[config.mk]
export PLATFORM = sky130hd
export DESIGN_NAME = stepper_motor_control_cpu_div_cell_flat
export DESIGN_NICKNAME = d
export VERILOG_FILES = /design/src/rtl/stepper_motor_control_cpu_div_cell_if.sv /design/src/rtl/stepper_motor_control_cpu_div_cell.sv /design/src/flat_wrapper.sv
export SDC_FILE = /design/constraint.sdc
export NUM_CORES = 1
export LEC_CHECK = 0
export BUFFER_PORTS_ARGS = -buffer_cell sky130_fd_sc_hd__buf_2
export CORE_MARGIN = 8
export CORE_UTILIZATION = 30
export DETAILED_ROUTE_END_ITERATION = 6
export GPL_ROUTABILITY_DRIVEN = 0
export PLACE_DENSITY = 0.5
export SYNTH_ARGS = -nofsm -noshare
export SYNTH_HDL_FRONTEND = slang
export SYNTH_SLANG_ARGS = --single-unit
[constraint.sdc]
create_clock -name clk -period 6.8 [get_ports clk]
set_clock_uncertainty 0.05 [all_clocks]
set_input_delay 2.04 -clock clk [delete_from_list [all_inputs] [get_ports clk]]
set_output_delay 2.04 -clock clk [all_outputs]
set_load 0.02 [all_outputs]
[src/rtl/stepper_motor_control_cpu_div_cell_if.sv]
// Divider request/response bundle between the M-stage control (master) and the divide cell (slave).
// Handshake: M_div_start is accepted only while M_div_busy=0; operands are sampled on that edge;
// M_div_done pulses for one cycle when M_div_quotient/M_div_remainder become valid.
interface stepper_motor_control_cpu_div_cell_if;
  logic [31:0] M_div_src1;
  logic [31:0] M_div_src2;
  logic        M_div_signed;
  logic        M_div_start;
  logic        M_div_busy;
  logic        M_div_done;
  logic [31:0] M_div_quotient;
  logic [31:0] M_div_remainder;

  modport master (
    output M_div_src1, M_div_src2, M_div_signed, M_div_start,
    input  M_div_busy, M_div_done, M_div_quotient, M_div_remainder
  );

  modport slave (
    input  M_div_src1, M_div_src2, M_div_signed, M_div_start,
    output M_div_busy, M_div_done, M_div_quotient, M_div_remainder
  );
endinterface

[src/rtl/stepper_motor_control_cpu_div_cell.sv]
// Iterative 32-bit radix-2 restoring divider, one quotient bit per clock, fixed 34-cycle latency.
// Optional macro CPU_DIV_SIGNED_EN compiles in two's-complement abs/negate handling.
module stepper_motor_control_cpu_div_cell (
  input  logic                                 clk,
  input  logic                                 reset,
  stepper_motor_control_cpu_div_cell_if.slave  div_if,
  output logic [1:0]                           dbg_state_o
);

  localparam logic [1:0] S_IDLE = 2'd0;
  localparam logic [1:0] S_RUN  = 2'd1;
  localparam logic [1:0] S_FIX  = 2'd2;

  logic [1:0]  state_q, state_d;
  logic [5:0]  cnt_q, cnt_d;
  logic [32:0] rem_q, rem_d;
  logic [31:0] quo_q, quo_d;
  logic [31:0] dvs_q, dvs_d;
  logic        qsign_q, qsign_d;
  logic        rsign_q, rsign_d;
  logic        dz_q, dz_d;
  logic        done_q, done_d;
  logic [31:0] quot_out_q, quot_out_d;
  logic [31:0] rem_out_q, rem_out_d;

  logic [31:0] a_mag, b_mag;
  logic        a_neg, b_neg;
  logic [32:0] shifted;
  logic [33:0] diff;
  logic [31:0] q_fin, r_fin;

  // Operand magnitudes and result signs; unsigned build treats everything as non-negative.
`ifdef CPU_DIV_SIGNED_EN
  assign a_neg = div_if.M_div_signed & div_if.M_div_src1[31];
  assign b_neg = div_if.M_div_signed & div_if.M_div_src2[31];
`else
  logic unused_signed;
  assign unused_signed = div_if.M_div_signed;
  assign a_neg = 1'b0;
  assign b_neg = 1'b0;
`endif
  assign a_mag = a_neg ? (~div_if.M_div_src1 + 32'd1) : div_if.M_div_src1;
  assign b_mag = b_neg ? (~div_if.M_div_src2 + 32'd1) : div_if.M_div_src2;

  assign shifted = {rem_q[31:0], quo_q[31]};
  assign diff    = {1'b0, shifted} - {2'b00, dvs_q};

  // Divide-by-zero: the magnitude path already leaves |src1| in the remainder, so re-applying the
  // dividend sign restores the original src1; only the quotient needs overriding.
  assign q_fin = dz_q ? 32'hFFFF_FFFF : (qsign_q ? (~quo_q + 32'd1) : quo_q);
  assign r_fin = rsign_q ? (~rem_q[31:0] + 32'd1) : rem_q[31:0];

  always_comb begin
    state_d    = state_q;
    cnt_d      = cnt_q;
    rem_d      = rem_q;
    quo_d      = quo_q;
    dvs_d      = dvs_q;
    qsign_d    = qsign_q;
    rsign_d    = rsign_q;
    dz_d       = dz_q;
    done_d     = 1'b0;
    quot_out_d = quot_out_q;
    rem_out_d  = rem_out_q;
    case (state_q)
      S_IDLE: begin
        if (div_if.M_div_start) begin
          quo_d   = a_mag;
          dvs_d   = b_mag;
          qsign_d = a_neg ^ b_neg;
          rsign_d = a_neg;
          dz_d    = (div_if.M_div_src2 == 32'd0);
          rem_d   = 33'd0;
          cnt_d   = 6'd0;
          state_d = S_RUN;
        end
      end
      S_RUN: begin
        if (!diff[33]) begin
          rem_d = diff[32:0];
          quo_d = {quo_q[30:0], 1'b1};
        end else begin
          rem_d = shifted;
          quo_d = {quo_q[30:0], 1'b0};
        end
        cnt_d = cnt_q + 6'd1;
        if (cnt_q == 6'd31) state_d = S_FIX;
      end
      S_FIX: begin
        quot_out_d = q_fin;
        rem_out_d  = r_fin;
        done_d     = 1'b1;
        state_d    = S_IDLE;
      end
      default: state_d = S_IDLE;
    endcase
  end

  always_ff @(posedge clk or posedge reset) begin
    if (reset) begin
      state_q    <= S_IDLE;
      cnt_q      <= 6'd0;
      rem_q      <= 33'd0;
      quo_q      <= 32'd0;
      dvs_q      <= 32'd0;
      qsign_q    <= 1'b0;
      rsign_q    <= 1'b0;
      dz_q       <= 1'b0;
      done_q     <= 1'b0;
      quot_out_q <= 32'd0;
      rem_out_q  <= 32'd0;
    end else begin
      state_q    <= state_d;
      cnt_q      <= cnt_d;
      rem_q      <= rem_d;
      quo_q      <= quo_d;
      dvs_q      <= dvs_d;
      qsign_q    <= qsign_d;
      rsign_q    <= rsign_d;
      dz_q       <= dz_d;
      done_q     <= done_d;
      quot_out_q <= quot_out_d;
      rem_out_q  <= rem_out_d;
    end
  end

  assign div_if.M_div_busy      = (state_q != S_IDLE);
  assign div_if.M_div_done      = done_q;
  assign div_if.M_div_quotient  = quot_out_q;
  assign div_if.M_div_remainder = rem_out_q;
  assign dbg_state_o            = state_q;

endmodule

[src/flat_wrapper.sv]
// flat-port wrapper written by rule: the top's interface ports become plain ports
module stepper_motor_control_cpu_div_cell_flat 
  (clk, reset, dbg_state_o, div_if_M_div_src1, div_if_M_div_src2, div_if_M_div_signed, div_if_M_div_start, div_if_M_div_busy, div_if_M_div_done, div_if_M_div_quotient, div_if_M_div_remainder);
  stepper_motor_control_cpu_div_cell_if div_if_i ();
  input  logic clk;
  input  logic reset;
  output logic [1:0] dbg_state_o;
  input wire logic [$bits(div_if_i.M_div_src1)-1:0] div_if_M_div_src1;
  input wire logic [$bits(div_if_i.M_div_src2)-1:0] div_if_M_div_src2;
  input wire logic [$bits(div_if_i.M_div_signed)-1:0] div_if_M_div_signed;
  input wire logic [$bits(div_if_i.M_div_start)-1:0] div_if_M_div_start;
  output wire logic [$bits(div_if_i.M_div_busy)-1:0] div_if_M_div_busy;
  output wire logic [$bits(div_if_i.M_div_done)-1:0] div_if_M_div_done;
  output wire logic [$bits(div_if_i.M_div_quotient)-1:0] div_if_M_div_quotient;
  output wire logic [$bits(div_if_i.M_div_remainder)-1:0] div_if_M_div_remainder;
  assign div_if_i.M_div_src1 = div_if_M_div_src1;
  assign div_if_i.M_div_src2 = div_if_M_div_src2;
  assign div_if_i.M_div_signed = div_if_M_div_signed;
  assign div_if_i.M_div_start = div_if_M_div_start;
  assign div_if_M_div_busy = div_if_i.M_div_busy;
  assign div_if_M_div_done = div_if_i.M_div_done;
  assign div_if_M_div_quotient = div_if_i.M_div_quotient;
  assign div_if_M_div_remainder = div_if_i.M_div_remainder;
  stepper_motor_control_cpu_div_cell u_core (.clk(clk), .reset(reset), .div_if(div_if_i), .dbg_state_o(dbg_state_o));
endmodule
==> After elaboration in Yosys (flattened, before gate mapping) <==
Cells that the tools add are included.
W data, S select, Z words.
{ "totals": {"regBits": 170, "input_bits": 68, "out_inout_bits": 68, "elab_cells": 36} }
{ "op_classes": {"add_sub_neg": 2, "eq_ne": 5, "mux": 13, "n_reduce_logical": 7} }
{ "op_table": {"columns": ["op", "count"], "rows": [
  ["$mux W32", 4],
  ["$pmux W32 S2", 2],
  ["$sub A33 B32 Y34", 1],
  ["$logic_not A32 Y1", 1],
  ["$pmux W6 S2", 1],
  ["$add A6 B1 Y6 const B", 1],
  ["$eq A6 B5 Y1 const B", 1],
  ["$mux W6", 1],
  ["$reduce_and A2 Y1", 3],
  ["$mux W2", 2],
  ["$pmux W2 S2", 1],
  ["$reduce_bool A2 Y1", 2],
  ["$eq A2 B1 Y1 const B", 1],
  ["$eq A2 B2 Y1 const B", 1],
  ["$logic_not A2 Y1", 1],
  ["$mux W1", 2],
  ["$ne A2 B1 Y1 const B", 1],
  ["$ne A2 B2 Y1 const B", 1]
]} }

==> Logic depth before layout (Yosys ltp) <==
Gate-level depths: netlist (run 1).
{ "depth": {"ltp_word": 3, "ltp_mapped": 12} }

==> Worst setup path after synthesis (run 1) <==
Ideal clock, no wire load.
{ "synth_path": {"path_kind": "input -> register", "from": "input port div_if_M_div_start", "to": "register u_core.quo_q[18]", "setup_time_ns": 0.066, "arrival_ns": 3.194, "required_time_ns": 6.684, "setup_slack_ns": 3.490, "stages": 7, "cell_sequence": "and2_1 -> clkbuf_1 -> nor2_1 -> clkbuf_1 -> buf_1 -> nand2_1 -> nand2_1"} }
{ "synth_between": {"elab_chain_len": 2} }
{ "synth_rtl": {"columns": ["item", "line", "text"], "rows": [
  ["start, declared", "flat_wrapper.sv:11", "input wire logic [$bits(div_if_i.M_div_start)-1:0] div_if_M_div_start;"],
  ["$ne A2 B2 Y1 (no source line)", null, null],
  ["$reduce_and A2 Y1 (no source line)", null, null],
  ["end signal, assigned", "stepper_motor_control_cpu_div_cell.sv:116", "quo_q <= quo_d;"],
  ["end, declared", "stepper_motor_control_cpu_div_cell.sv:17", "logic [31:0] quo_q, quo_d;"]
]} }
Every way passes these cells.
A chain may end at the register's enable or synchronous reset.

==> Worst setup path in the final report (run 1) <==
{ "layout_path": {"from": "register u_core.state_q[1] (netlist: u_core.dbg_state_o[1])", "to": "output port div_if_M_div_busy"} }
{ "layout_between": {"elab_chain_len": 1} }
{ "layout_rtl": {"columns": ["item", "line", "text"], "rows": [
  ["start, declared", "stepper_motor_control_cpu_div_cell.sv:14", "logic [1:0] state_q, state_d;"],
  ["start signal, assigned", "stepper_motor_control_cpu_div_cell.sv:113", "state_q <= state_d;"],
  ["$reduce_bool A2 Y1", "stepper_motor_control_cpu_div_cell.sv:127", "assign div_if.M_div_busy = (state_q != S_IDLE);"],
  ["end, declared", "flat_wrapper.sv:12", "output wire logic [$bits(div_if_i.M_div_busy)-1:0] div_if_M_div_busy;"]
]} }
Every way passes these cells.

==> qor.yml, run 1 <==
totalWireLength_mm: 24.4
path_max_fanout: 5
n_fill_cell: 3013
reg2reg_from: "u_core.rem_q[3]"
fin_nets: 1199
clk_latency_ns: 0.44
ys_types: 58
leakage_uw: 0.00519
finalCritPeriodShare_pct: 50.4
cts_made_buffers: 17
synth_cells: 993
min-delay-start: "u_core.div_if.M_div_remainder[30]"
syn2layout_area_growth_pct: 18.6
vdd_ir_drop_max_uv: 173
cts_hold_buf: 0
fin_setup_tns_ns: 0
fmax_mhz: 292
async_reset_ff_share_pct: 100
powerDensity_nw_per_um2: 347
place_inst: 1462
whs_path_depth: 2
syn_avg_cell_area_um2: 8.78
row_count: 62
r2r_cells: 9
yosys-top-cells-area: "dfrtp_1, nand2_1, o21ai_0"
critPathLaunch: "u_core.dbg_state_o[1]"
yosys.area.top_type: "dfrtp_1"
die_w_um: 186
synth_xor_area_share_pct: 2.41
hold_path_class: "reg -> reg"
status: "finished, final reports clean"
synthesis.area_um2: 8720
cap_violations: 0
io_pins: 136
synth_edf_count: 0
r2r_setup_slack_ns: 3.61
synth_top_area_share_pct: 48.8
hold_viol: 0
tightestPinTransition_ns: 1.03
cp.arrival_ns: 1.33
grt_pass1_vias: 7390
clock-sinks: 170
worstSetupPathType: "reg -> out"
relSlewSlack_pct: 31.2
grt_pass1_wl_mm: 40.6
postCtsSetupBuffers: 0
cts_tree: "done"
drive_gt1_share_pct: 16.9
synth-seq-cells: 170
synthSimpleGateAreaFrac_pct: 19.1
overflow: 0
drt.antenna.violating_nets: 0
clkSlewWorstSetupHoldPaths_ns: 0.07
vias: 7210
die_area_um2: 34800
viasPerCell: 4.83
drt-initial-drc-count: 474
die_h_um: 186
crit_path_start_kind: "flop"
setup_viol: 0
post_cts_resized: 0
synth_top_family_by_area: "simple AND/OR/NAND/NOR gates"
grt.total_usage_pct: 14.2
drc_errors: 0
multiInputGateArea_um2: 4110
coreArea_um2: 28700
grt_max_degree: 99
whs_ns: 0.422
synth_compound_area_share_pct: 18.9
initial_core_util_pct: 30.4
diodes: 0
root_buffer: "clkbuf_16"
synth_nets: 1095
regArea_um2: 4250
place_hpwl_mm: 17.1
period_minus_slack_ns: 3.42
first_pass_iters: 5
r2r-end: "u_core.rem_q[29]"
antenna_found_initial: 0
wire_per_inst_um: 16.3
worstPathRequired_ns: 4.71
yosys.area_share.adder_pct: 4.96
fin_util_pct: 36.0
synthFlopType: "dfrtp_1"
yosysSeqAreaShare_pct: 48.8
fin_cells: 1493
slew_viol_final: 0
synthMuxAreaShare_pct: 1.49
rsz0062_at_grt: "no"
h-tree-depth: 4
port_buffers: 134
worstSetupEndpointType: "primary output"
max-clock-path-buffers: 2
yosys_warnings: 0
hold-path-endpoint: "u_core.div_if.M_div_remainder[30]"
## flip-flops by register name, indices dropped and copies added (netlist names)
signal / cells
u_core.dbg_state_o: 2
u_core.div_if.M_div_quotient: 32
u_core.dz_q: 1
u_core.quo_q: 32
u_core.div_if.M_div_done: 1
u_core.dvs_q: 32
u_core.cnt_q: 6
u_core.rem_q: 32
u_core.div_if.M_div_remainder: 32
## worst max-delay path: stages (launching register included)
cell and delay (ns):
dfrtp_1 0.49, nor2_1 0.21, inv_1 0.06, buf_2 0.15
## stage by stage
step | total power, uW | area, um^2 | worst slack (ns)
after floorplan | 2280 | 8720 | 0.107
after global placement | 2560 | 9730 | 3.03
after detailed placement | 2570 | 9730 | 3.05
after CTS | 3630 | 10300 | 3.35
after global routing | 3860 | 10300 | 3.29
final | 3590 | 10300 | 3.38
## synth_stat cells (2+ instances only)
library cell / n
nand4_1: 4
a211oi_1: 3
a22oi_1: 31
nand3_1: 19
a221oi_1: 2
o211ai_1: 6
ha_1: 33
mux2i_1: 13
a31oi_1: 3
xor2_1: 11
nand2_1: 276
o21a_1: 6
a21o_1: 18
and3_1: 4
nor3_1: 6
nor2b_1: 3
o21ai_1: 22
and2_1: 6
dfrtp_1: 170
or3_1: 5
o21ai_0: 86
a32oi_1: 11
a311o_1: 2
clkbuf_1: 41
a21oi_1: 36
nor2_1: 47
nand2b_1: 9
a221o_1: 3
buf_1: 6
xnor2_1: 13
nor4_1: 9
buf_2: 9
o21bai_1: 2
o211ai_4: 2
o311ai_1: 10
inv_1: 42
and4b_1: 2
o2111ai_1: 2
## worst max path at each step
stage,to,slack (ns),cells after the start
after floorplan,u_core.cnt_q[0],0.11,1
after global placement,u_core.cnt_q[2],3.03,6
after detailed placement,u_core.rem_q[1],3.05,6
after CTS,div_if_M_div_busy,3.35,3
after global routing,div_if_M_div_busy,3.29,3
final,div_if_M_div_busy,3.38,3
## metal layers
| metal | GRT usage, % | vias to the layer above | part of all wire, % |
|---|---|---|---|
| met5 | 0 | - | 0 |
| met4 | 2.87 | 0 | 0.68 |
| met3 | 3.26 | 11 | 4.8 |
| met2 | 21.8 | 147 | 43 |
| met1 | 20.1 | 3426 | 51 |
| li1 | - | 3626 | - |
## cell usage in the layout, fill, tap and decap left out, drive strengths merged, types with 18 or more instances in the layout
master / Yosys / layout
nand3: 19 / 19
o21ai: 109 / 109
inv: 42 / 49
dfrtp: 170 / 170
clkbuf: 41 / 18
a22oi: 31 / 31
a21o: 19 / 19
a21oi: 36 / 36
nor2: 47 / 47
ha: 33 / 33
buf: 16 / 142
nand2: 277 / 277
## power breakdown
group          total, uW  internal, uW  switching [uW]
Combinational       1210           495             712
Clock               1040           589             449
Sequential          1340          1200             140
Total               3590          2290            1300
## cell families (layout without fill, tap and decap cells)
family | Yosys count | in the layout
compound gates | 256 | 256
flops | 170 | 170
mux | 13 | 13
simple gates | 397 | 397
buf+inv | 99 | 215
fa+ha+maj | 34 | 34
xor+xnor | 24 | 24
## layout make-up
class | count | share of cell area (%)
flip-flops and latches | 170 | 41.1
well taps | 384 | 4.64
repair buffers | 142 | 7.06
multi-input cells | 724 | 39.7
clock buffers | 18 | 4.15
inverters | 42 | 1.57
clock inverters | 13 | 1.75
No activity file was read; power rests on OpenSTA's default activity.
==> run 2: changes to the inputs <==
--- a/config.mk
+++ b/config.mk
@@ -10,7 +10,7 @@
 export CORE_UTILIZATION = 30
 export DETAILED_ROUTE_END_ITERATION = 6
 export GPL_ROUTABILITY_DRIVEN = 0
-export PLACE_DENSITY = 0.5
+export PLACE_DENSITY = 0.49
 export SYNTH_ARGS = -nofsm -noshare
 export SYNTH_HDL_FRONTEND = slang
 export SYNTH_SLANG_ARGS = --single-unit
==> constraint.sdc (replaced) <==
create_clock -name clk -period 3.47 [get_ports clk]
set_clock_uncertainty 0.05 [all_clocks]
set_input_delay 1.041 -clock clk [delete_from_list [all_inputs] [get_ports clk]]
set_output_delay 1.041 -clock clk [all_outputs]
set_load 0.02 [all_outputs]
==> qor.yml, run 2 (synthesized netlist as in run 1, its figures left out) <==
status: "finished, final reports clean"
root_buffer: "clkbuf_16"
slew_viol_final: 0
worstSetupPathType: "reg -> reg"
powerDensity_nw_per_um2: 668
finalCritPeriodShare_pct: 84.1
drt-initial-drc-count: 385
port_buffers: 134
grt_pass1_wl_mm: 40.3
power.switching_uw: 2630
worstSetupEndpointType: "flop"
clkPwrFrac_pct: 28.1
grt_max_degree: 103
fmax_mhz: 343
drive_gt1_share_pct: 17.5
fin_ws_ns: 0.552
whs_path_depth: 1
fin_setup_tns_ns: 0
final_area_um2: 10400
sw_frac_of_total_pct: 37.8
dp_worst_setup_slack_ns: 0.539
min-delay-start: "u_core.cnt_q[5]"
wire_per_inst_um: 16.1
antenna_found_initial: 2
critPathLaunch: "u_core.rem_q[3]"
post_cts_resized: 0
coreArea_um2: 28700
clock-sinks: 170
reg2reg_from: "u_core.rem_q[3]"
final_common_cell: "nand2_1"
drc_errors: 0
syn2layout_area_growth_pct: 19.6
first_pass_iters: 5
initial_core_util_pct: 30.4
h-tree-depth: 4
fin_util_pct: 36.3
cp.arrival_ns: 3.20
postCtsSetupBuffers: 0
viasPerCell: 4.84
leakage_uw: 0.00522
p_comb_share_pct: 34.2
die_area_um2: 34800
vdd_ir_drop_max_uv: 325
power_frac_seq_pct: 37.7
crit_path_start_kind: "flop"
clkSlewWorstSetupHoldPaths_ns: 0.08
die_h_um: 186
die_w_um: 186
r2r_cells: 10
max-clock-path-buffers: 2
dpl-instance-area_um2: 9830
setup_viol: 0
hold_path_class: "reg -> reg"
hold_viol: 0
grt.total_usage_pct: 14.0
totalWireLength_mm: 24.2
period_minus_slack_ns: 2.92
p_int_uw: 4330
overflow: 0
cap_violations: 0
row_count: 62
cts_tree: "done"
worstPathRequired_ns: 3.75
layout_common_cells: "nand2_1, dfrtp_1, buf_2"
drt.antenna.violating_nets: 0
rsz0062_at_grt: "no"
cts_hold_buf: 0
place_hpwl_mm: 17.3
grt_pass1_vias: 7258
path_max_fanout: 25
fin_nets: 1205
vias: 7259
relSlewSlack_pct: 25.7
io_pins: 136
cts_made_buffers: 17
tightestPinTransition_ns: 1.11
clk_latency_ns: 0.44
==> run 2: routing by layer <==
layer	vias up	wire length [um]	GRT usage [%]
li1	3642	-	-
met1	3435	12100	19.6
met2	164	10800	21.9
met3	16	1120	3.45
met4	2	181	2.57
met5	-	19	0
==> run 2: layout make-up <==
class | instances | area [um^2]
diodes | 1 | 2.50
clock buffers | 17 | 425
clock inverters | 15 | 175
fillers | 3037 | 18300
inverters | 42 | 161
multi-input cells | 724 | 4110
flip-flops and latches | 170 | 4250
well taps | 384 | 480
repair buffers | 148 | 826
==> run 2: per-stage QoR <==
step                      power (uW)  instances  hold WS (ns)
final                           6960       1501         0.421
after global placement          5040       1468         0.405
after floorplan                 4470        993         0.386
after detailed placement        5060       1468         0.407
after global routing            7500       1500         0.445
after CTS                       7070       1500         0.426
==> run 2: final timing paths <==
kind                                                      to  slack (ns)
max                                         u_core.rem_q[10]        0.55
min                                          u_core.cnt_q[5]        0.42
max reg2reg                                 u_core.rem_q[10]        0.55
min reg2reg                                  u_core.cnt_q[5]        0.42
max in group asynchronous  u_core.div_if.M_div_remainder[24]        2.19
min in group asynchronous    u_core.div_if.M_div_quotient[3]        0.67
==> run 2: critical path, stage by stage (launching register included) <==
cell and delay [ns]:
dfrtp_1 0.42, ha_1 0.37, a21o_1 0.19, a211oi_1 0.26
a21oi_1 0.11, o211ai_1 0.32, a311o_1 0.28, and2_1 0.36
buf_12 0.22, nand3_1 0.09, o311ai_1 0.13
==> run 2: power by group through the flow <==
stage          Combinational, uW  Clock [uW]  Sequential, uW
4_1_cts                     2410        2020            2630
3_3_place_gp                2380           0            2660
2_1_floorplan               1880           0            2600
6_report                    2380        1950            2630
5_1_grt                     2720        2100            2680
3_5_place_dp                2390           0            2670
==> run 3: changes to the inputs <==
--- a/config.mk
+++ b/config.mk
@@ -10,7 +10,7 @@
 export CORE_UTILIZATION = 30
 export DETAILED_ROUTE_END_ITERATION = 6
 export GPL_ROUTABILITY_DRIVEN = 0
-export PLACE_DENSITY = 0.49
+export PLACE_DENSITY = 0.5
 export SYNTH_ARGS = -nofsm -noshare
 export SYNTH_HDL_FRONTEND = slang
 export SYNTH_SLANG_ARGS = --single-unit
==> constraint.sdc (replaced) <==
create_clock -name clk -period 2.4 [get_ports clk]
set_clock_uncertainty 0.05 [all_clocks]
set_input_delay 0.72 -clock clk [delete_from_list [all_inputs] [get_ports clk]]
set_output_delay 0.72 -clock clk [all_outputs]
set_load 0.02 [all_outputs]
==> qor.yml, run 3 (synthesized netlist as in run 1, its figures left out) <==
grt.total_usage_pct: 15.2
place_hpwl_mm: 19.0
grt_pass1_vias: 8044
row_count: 62
final_common_cell: "nand2_1"
cts_tree: "done"
fin_nets: 1330
cap_violations: 0
powerDensity_nw_per_um2: 973
path_max_fanout: 6
drive_gt1_share_pct: 30.5
worstSetupPathType: "reg -> reg"
critical_path_buf_inv_count: 2
die_w_um: 186
crit_top_cell: "o211ai_1"
cts_hold_buf: 0
crit_end: "u_core.rem_q[18]"
drt.antenna.violating_nets: 0
cp.arrival_ns: 2.78
antenna_found_initial: 0
fin_ws_ns: -0.112
finalCritPeriodShare_pct: 105
viasPerCell: 4.78
r2r_setup_slack_ns: -0.11
setup_viol: 33
h-tree-depth: 4
port_buffers: 134
initial_core_util_pct: 30.4
period_minus_slack_ns: 2.51
n_fill_cell: 2923
failed_checks: "negative setup slack"
vias: 7775
coreArea_um2: 28700
diodes: 0
root_buffer: "clkbuf_16"
clkSlewWorstSetupHoldPaths_ns: 0.08
totalWireLength_mm: 26.7
layout_common_cells: "nand2_1, dfrtp_1, buf_2"
cts_made_buffers: 17
clock-sinks: 170
vdd_ir_drop_max_uv: 544
slew_viol_final: 0
relSlewSlack_pct: 63.8
overflow: 0
reg2reg_from: "u_core.rem_q[1]"
hold_path_class: "in -> async"
tightestPinTransition_ns: 0.543
r2r-end: "u_core.rem_q[18]"
fmax_mhz: 398
regArea_um2: 4250
grt_max_degree: 85
r2r_cells: 11
total_power_uw: 11700
clk_latency_ns: 0.43
wire_per_inst_um: 16.5
die_h_um: 186
grt_pass1_wl_mm: 43.4
place_inst: 1577
multiInputGateArea_um2: 4550
max-clock-path-buffers: 2
worstSetupEndpointType: "flop"
fin_setup_tns_ns: -2.43
hold_viol: 0
syn2layout_area_growth_pct: 37.8
drc_errors: 0
critPathLaunch: "u_core.rem_q[1]"
leakage_uw: 0.00597
rsz0062_at_grt: "yes"
status: "finished, violations left"
crit_chain: "ha_4, buf_6, o211ai_1, a21o_1, a21oi_2, o211ai_1, a311o_1, and2_4, clkbuf_16, a32oi_1, o21ai_1"
drt-initial-drc-count: 482
die_area_um2: 34800
cp.depth: 11
crit_path_start_kind: "flop"
io_pins: 136
worstPathRequired_ns: 2.67
fin_cells: 1625
critPathSlowestCell: "dfrtp_1"
cp_top_family: "compound AO/OA/AOI/OAI gates"
first_pass_iters: 5
cp_slowest_stage_delay_ns: 0.43
run 3: cell types whose count changed in the layout (fill, tap and decap cells not counted), sizes merged:
cell / delta
buf: +123
clkinv: +1
clkbuf: +2
inv: -3
diode: -1
clkinvlp: +2
run 3: area by class of cell:
class                      count  area share (%)
multi-input combinational    724            37.9
clock inverter                15            1.30
inverter                      42            1.34
timing repair buffer         273            16.5
sequential                   170            35.4
tap                          384            4.00
clock buffer                  17            3.54
run 3: report_power, final:
part | internal, uW | leakage (uW) | switching [uW]
Sequential | 3410 | 0.00223 | 357
Clock | 1390 | 0.000276 | 1370
Combinational | 2520 | 0.00347 | 2640
Total | 7320 | 0.00597 | 4370
run 3: per-stage QoR:
step	instance area [um^2]	hold WS [ns]	worst slack, ns	util [%]
2_1_floorplan	8760	0.386	-0.539	-
3_3_place_gp	10800	0.404	-0.226	37.5
3_5_place_dp	10800	0.407	-0.259	37.5
4_1_cts	11800	0.268	-0.160	41.1
5_1_grt	12000	0.297	-0.215	41.9
6_report	12000	0.265	-0.112	41.9
run 3: worst min-delay path by stage:
stage | end | slack [ns] | cells past startpoint
after floorplan | u_core.cnt_q[5] | 0.39 | 1
after global placement | u_core.div_if.M_div_remainder[13] | 0.40 | 2
after detailed placement | u_core.div_if.M_div_remainder[10] | 0.41 | 2
after CTS | u_core.div_if.M_div_quotient[5] | 0.27 | 2
after global routing | u_core.div_if.M_div_quotient[5] | 0.30 | 2
final | u_core.div_if.M_div_quotient[5] | 0.27 | 2
run 3: routing by layer:
| metal | GRT usage (%) | wire [um] |
|---|---|---|
| met2 | 24.9 | 12500 |
| met1 | 20.3 | 12700 |
| met3 | 3.58 | 1410 |
| met5 | 0 | 0 |
| met4 | 2.93 | 125 |
run 3: timing repair:
item / 4_1_cts / 5_1_grt
endpoints found under the setup margin: 33 / 33
resized for setup: 59 / 34
setup buffers: 12 / 4
gates cloned: 2 / 2
pin swaps: 34 / 23
